--- config.mk ---
export PLATFORM = sky130hd
export DESIGN_NAME = powerup_timer_bank
export DESIGN_NICKNAME = d
export VERILOG_FILES = /design/src/rtl/powerup_timer_bank.sv
export SDC_FILE = /design/constraint.sdc
export NUM_CORES = 1
export LEC_CHECK = 0
export CORE_ASPECT_RATIO = 0.5
export CORE_UTILIZATION = 51
export DETAILED_ROUTE_END_ITERATION = 8
export PLACE_DENSITY_LB_ADDON = 0.25
export SKIP_CTS_REPAIR_TIMING = 1
export SLEW_MARGIN = 20
export SYNTH_ARGS = -nofsm -noshare
export SYNTH_HDL_FRONTEND = slang
export SYNTH_SLANG_ARGS = --single-unit
--- constraint.sdc ---
create_clock -name clk -period 2.33 [get_ports clk]
set_input_delay 0.699 -clock clk [delete_from_list [all_inputs] [get_ports clk]]
set_output_delay 0.699 -clock clk [all_outputs]
set_load 0.02 [all_outputs]
--- src/rtl/powerup_timer_bank.sv ---
// powerup_timer_bank: per-player power-up timers with use counters,
// refills, cancel, and optional single-holder (exclusive) arbitration.
module powerup_timer_bank #(
  parameter int NUM_CH        = 2,
  parameter int TICKS_PER_SEC = 12,
  parameter int ACTIVE_TIME   = 3,
  parameter int COOLDOWN_TIME = 10,
  parameter int MAX_USES      = 7,
  parameter int INIT_USES     = 4,
  parameter int EXCLUSIVE     = 0
) (
  input  logic                                     clk,
  input  logic                                     reset,
  input  logic [NUM_CH-1:0]                        request,
  input  logic [NUM_CH-1:0]                        cancel,
  input  logic [NUM_CH-1:0]                        refill,
  output logic [NUM_CH-1:0]                        enable,
  output logic [NUM_CH-1:0]                        grant,
  output logic [NUM_CH-1:0]                        ready,
  output logic [NUM_CH*$clog2(MAX_USES+1)-1:0]     uses_left
);

  localparam int UW = $clog2(MAX_USES + 1);
  localparam int AT = TICKS_PER_SEC * ACTIVE_TIME;
  localparam int CT = TICKS_PER_SEC * COOLDOWN_TIME;
  localparam int MT = (AT > CT) ? AT : CT;
  localparam int CW = (MT > 1) ? $clog2(MT) : 1;

  typedef enum logic [1:0] {
    IDLE,
    ACTIVE,
    COOLDOWN
  } state_t;

  state_t          st   [NUM_CH];
  logic [CW-1:0]   cnt  [NUM_CH];
  logic [UW-1:0]   uses [NUM_CH];

  logic [NUM_CH-1:0] cand;
  logic [NUM_CH-1:0] is_act;
  logic [NUM_CH-1:0] go;
  logic              any_act;
  logic              blk;

  // A channel may start when idle, or on the edge its cooldown expires.
  always_comb begin
    for (int i = 0; i < NUM_CH; i++) begin
      is_act[i] = (st[i] == ACTIVE);
      cand[i]   = request[i] && (uses[i] != '0) &&
                  ((st[i] == IDLE) ||
                   ((st[i] == COOLDOWN) && (cnt[i] == '0)));
    end
    any_act = |is_act;
  end

  // Fixed-priority arbitration; lowest index wins in exclusive mode.
  always_comb begin
    go  = '0;
    blk = (EXCLUSIVE != 0) && any_act;
    for (int i = 0; i < NUM_CH; i++) begin
      go[i] = cand[i] && !blk;
      blk   = blk || ((EXCLUSIVE != 0) && go[i]);
    end
  end

  // Status outputs derived from registered state.
  always_comb begin
    for (int i = 0; i < NUM_CH; i++) begin
      ready[i] = (st[i] == IDLE) && (uses[i] != '0) &&
                 !((EXCLUSIVE != 0) && any_act);
      uses_left[i*UW +: UW] = uses[i];
    end
  end

  // Per-channel FSM, tick counter, use counter and registered outputs.
  always_ff @(posedge clk or posedge reset) begin
    if (reset) begin
      for (int i = 0; i < NUM_CH; i++) begin
        st[i]   <= IDLE;
        cnt[i]  <= '0;
        uses[i] <= UW'(INIT_USES);
      end
      enable <= '0;
      grant  <= '0;
    end else begin
      for (int i = 0; i < NUM_CH; i++) begin
        grant[i] <= go[i];
        unique case (st[i])
          IDLE: begin
            if (go[i]) begin
              st[i]     <= ACTIVE;
              cnt[i]    <= CW'(AT - 1);
              enable[i] <= 1'b1;
            end
          end
          ACTIVE: begin
            if ((cnt[i] == '0) || cancel[i]) begin
              st[i]     <= COOLDOWN;
              cnt[i]    <= CW'(CT - 1);
              enable[i] <= 1'b0;
            end else begin
              cnt[i] <= cnt[i] - 1'b1;
            end
          end
          COOLDOWN: begin
            if (cnt[i] == '0) begin
              if (go[i]) begin
                st[i]     <= ACTIVE;
                cnt[i]    <= CW'(AT - 1);
                enable[i] <= 1'b1;
              end else begin
                st[i] <= IDLE;
              end
            end else begin
              cnt[i] <= cnt[i] - 1'b1;
            end
          end
          default: begin
            st[i]     <= IDLE;
            cnt[i]    <= '0;
            enable[i] <= 1'b0;
          end
        endcase
        if (go[i] && !refill[i]) begin
          uses[i] <= uses[i] - 1'b1;
        end else if (!go[i] && refill[i] &&
                     (uses[i] != UW'(MAX_USES))) begin
          uses[i] <= uses[i] + 1'b1;
        end
      end
    end
  end

endmodule

==> reports/results.tsv <==
stage	metric	value	unit
yosys	synth-xor-area-share	0.0136	
floorplanning	start_util	0.549	
floorplanning	fp.dieW	89.2	um
global_route	grt_max_degree	29	
clock_network	root_buffer	clkbuf_8	
critical_path	criticalPathCategory	flip-flop to flip-flop	
sta	period_minus_slack	2.54	ns
sta	worst_slack	-0.207	ns
layout	final_common_cell	buf_4	
global_route	grt_pass1_wl	7980	um
yosys	synth_compound_area_frac	0.268	
pwr	power_frac_clock	0.151	
global_route	grt_pass1_vias	1802	
pwr	power	0.00264	W
yosys	synth_fp_nets	249	
yosys	synth_area_leader_cell	dfrtp_1	
sta	finalHoldViolations	0	
pwr	switching_share	0.413	
pwr	internal_power	0.00155	W
yosys	yosys.area_share.adder	0.0336	
detailed_routing	via_per_inst	5.92	
critical_path	cp.required	2.50	ns
sta	hold_slack	0.559	ns
pwr	peakVddDrop	0.000582	V
clock_network	cts_buffers	3	
placement	hpwl	3480	um
detailed_routing	dr.pass1.iters	5	
detailed_routing	drt-total-wl	4940	um
yosys	syn_inst	237	
yosys	synth_mux_area_frac	0.0155	
clock_network	cts.clk_slew.worst_paths	0.11	ns
job	max-cap-violations	0	
clock_network	cts_sinks	28	
critical_path	startpoint_type	flip-flop	
floorplanning	die_h	45.6	um
critical_path	critPathMaxFanout	6	
yosys	yosysWarnings	0	
yosys	seq_area_frac_synth	0.363	
status	violations	setup timing	
layout	fin_area	2530	sq um
detailed_routing	drc	0	
yosys	mappedNetlistArea	1940	sq um
yosys	synth_edf_count	0	
critical_path	critPathArrivalTime	2.71	ns
floorplanning	dieArea	4070	sq um
critical_path	r2r_start	cnt[8]	
sta	rsz0062_at_grt	yes	
critical_path	cp_slowest_cell	fa_2	
yosys	syn_area_per_cell	8.18	sq um
critical_path	r2r_cells	9	
critical_path	path_cells	inv_1 > ha_4 > or3b_4 > o41ai_4 > nand3b_1 > fa_2 > inv_2 > a222oi_1 > a21oi_1	
sta	setup_viol	2	
yosys	synth_top_family_by_area	compound AO/OA/AOI/OAI gates	
yosys	ys_async_sr_fraction	1.00	
min_path	min_path_type	flip-flop to flip-flop	
detailed_routing	num_vias	1976	
global_route	antenna_found_initial	0	
yosys	ys_types	52	
pwr	switching_power	0.00109	W
floorplanning	core_area	3530	sq um
sta	worst_slew_pin_slew	0.379	ns
pwr	p_leak	1.14	nW
yosys	synth_ff_type	dfrtp_1	
global_route	grtUsageTotal	0.260	
critical_path	max_stage_delay	0.55	ns
layout	drive_above_1_share	0.216	
pwr	power_density	1040	nW/um^2
layout	utilization	0.717	
yosys	synth_seq_cells	28	
critical_path	r2r_end	uses_left[1]	
layout	syn2layout_area_growth	30.5	%
clock_network	clk_path_buf_depth	2	
placement	gp_congestion	0.886	
min_path	min_from	uses_left[5]	
layout	layout_common_cells	34 x buf_4, 28 x nand2_1, 26 x dfrtp_1	
detailed_routing	antenna_left	0	
status	outcome	complete, but fails checks	
detailed_routing	drt_iter0_drc	63	
layout	nets	296	
layout	nFillCells	282	
pwr	combPwrFrac	0.545	
clock_network	cts_htree_levels	1	
floorplanning	ios	20	
sta	fin_crit_sh	1.09	
yosys	synthSimpleGateAreaFrac	0.247	
sta	finClkSkew	0.00640	ns
min_path	min_to	uses_left[5]	
critical_path	end_kind	flip-flop	
clock_network	cts_tree	built	
layout	diodes	0	
yosys	synth_top_area_share	0.336	
sta	slew_headroom	0.747	
sta	fmax	0.394	GHz
critical_path	r2r_setup_slack	-0.21	ns
clock_network	insertion_delay	0.28	ns
global_route	overflow	0	
detailed_routing	wl_per_cell	14.8	um
placement	post_dp_cell_area	2390	sq um
pwr	p_seq_frac	0.304	
floorplanning	rows	15	
sta	drv_slew	0	
placement	io_buffers	19	
yosys	synthTopCellsByArea	dfrtp_1 34%, o21ai_0 5.9%, nand2_1 5.8%	
min_path	holdPathStages	2	
[synthesized netlist by cell type (3+ instances only)]
cell and n:
o22ai_1 6, nor3_1 9, a21oi_1 18, a221oi_1 4, nor2b_1 4, nand3_1 11, inv_1 18, dfrtp_1 26
nand2_1 30, o21ai_0 23, nand2b_1 7, clkbuf_1 8, o211ai_1 3, mux2i_1 3, a21o_1 3, nor2_1 15
o32ai_1 3
[how the worst max path moves through the flow]
stage / start / to / slack [ns] / cells past startpoint
global route: cnt[7] / uses_left[1] / -0.34 / 9
detailed placement: request[1] / uses_left[5] / -0.29 / 10
global placement: request[0] / uses_left[1] / -0.21 / 8
finish: cnt[8] / uses_left[1] / -0.21 / 9
floorplan: cnt[7] / uses_left[1] / -0.22 / 9
CTS: cnt[7] / uses_left[1] / -0.23 / 9
[power groups by stage]
stage	Clock, W	Combinational [W]	Sequential (W)
finish	0.000399	0.00144	0.000801
global route	0.000422	0.00158	0.000823
CTS	0.000405	0.00133	0.000801
detailed placement	0	0.00133	0.000807
global placement	0	0.00128	0.000800
floorplan	0	0.000748	0.000865
[cell type report]
type                    count  area, sq um  share of cell area
flip-flops and latches     28          703               0.278
inverters                  19         71.3              0.0282
well taps                  51         63.8              0.0252
multi-input cells         179         1170               0.462
repair buffers             53          450               0.178
clock buffers               3         41.3              0.0163
clock inverters             1         30.0              0.0119
[routing by layer]
layer  GRT usage  up-vias  wire [um]
met5           0        -          0
met3      0.0580        8        250
met4      0.0635        0         68
li1            -      950          -
met1       0.342      956       2310
met2       0.443       62       2300
[worst max-delay path, delay by kind of cell, from the launching register on]
kind,cells,cell delay (ns)
AND/OR/NAND/NOR,2,0.57
AO/OA/AOI/OAI,3,0.65
buffers and inverters,2,0.13
flip-flops,1,0.39
adder cells (fa/ha/maj),2,0.70
[flip-flops by register name, indices dropped and copies added, names as in the netlist]
register,count
uses_left,6
cnt,14
grant,2
enable,2
st,4
[metrics by stage]
step	setup WS (ns)	cells	TNS (ns)
6_report	-0.207	334	-0.270
5_1_grt	-0.341	334	-0.547
4_1_cts	-0.234	331	-0.673
3_5_place_dp	-0.292	327	-1.04
3_3_place_gp	-0.213	327	-0.745
2_1_floorplan	-0.219	237	-0.391
[kinds of logic (layout without fill, tap and decap cells)]
group                      Yosys count  in the layout
AOI/OAI and AO/OA                   77             77
adders and majority gates            4              4
muxes                                3              3
buffers and inverters               30             76
xor gates and xnor gates             3              3
and+or+nand+nor                     92             92
DFF                                 28             28
Note: power is estimated with default switching activity, not from simulation.
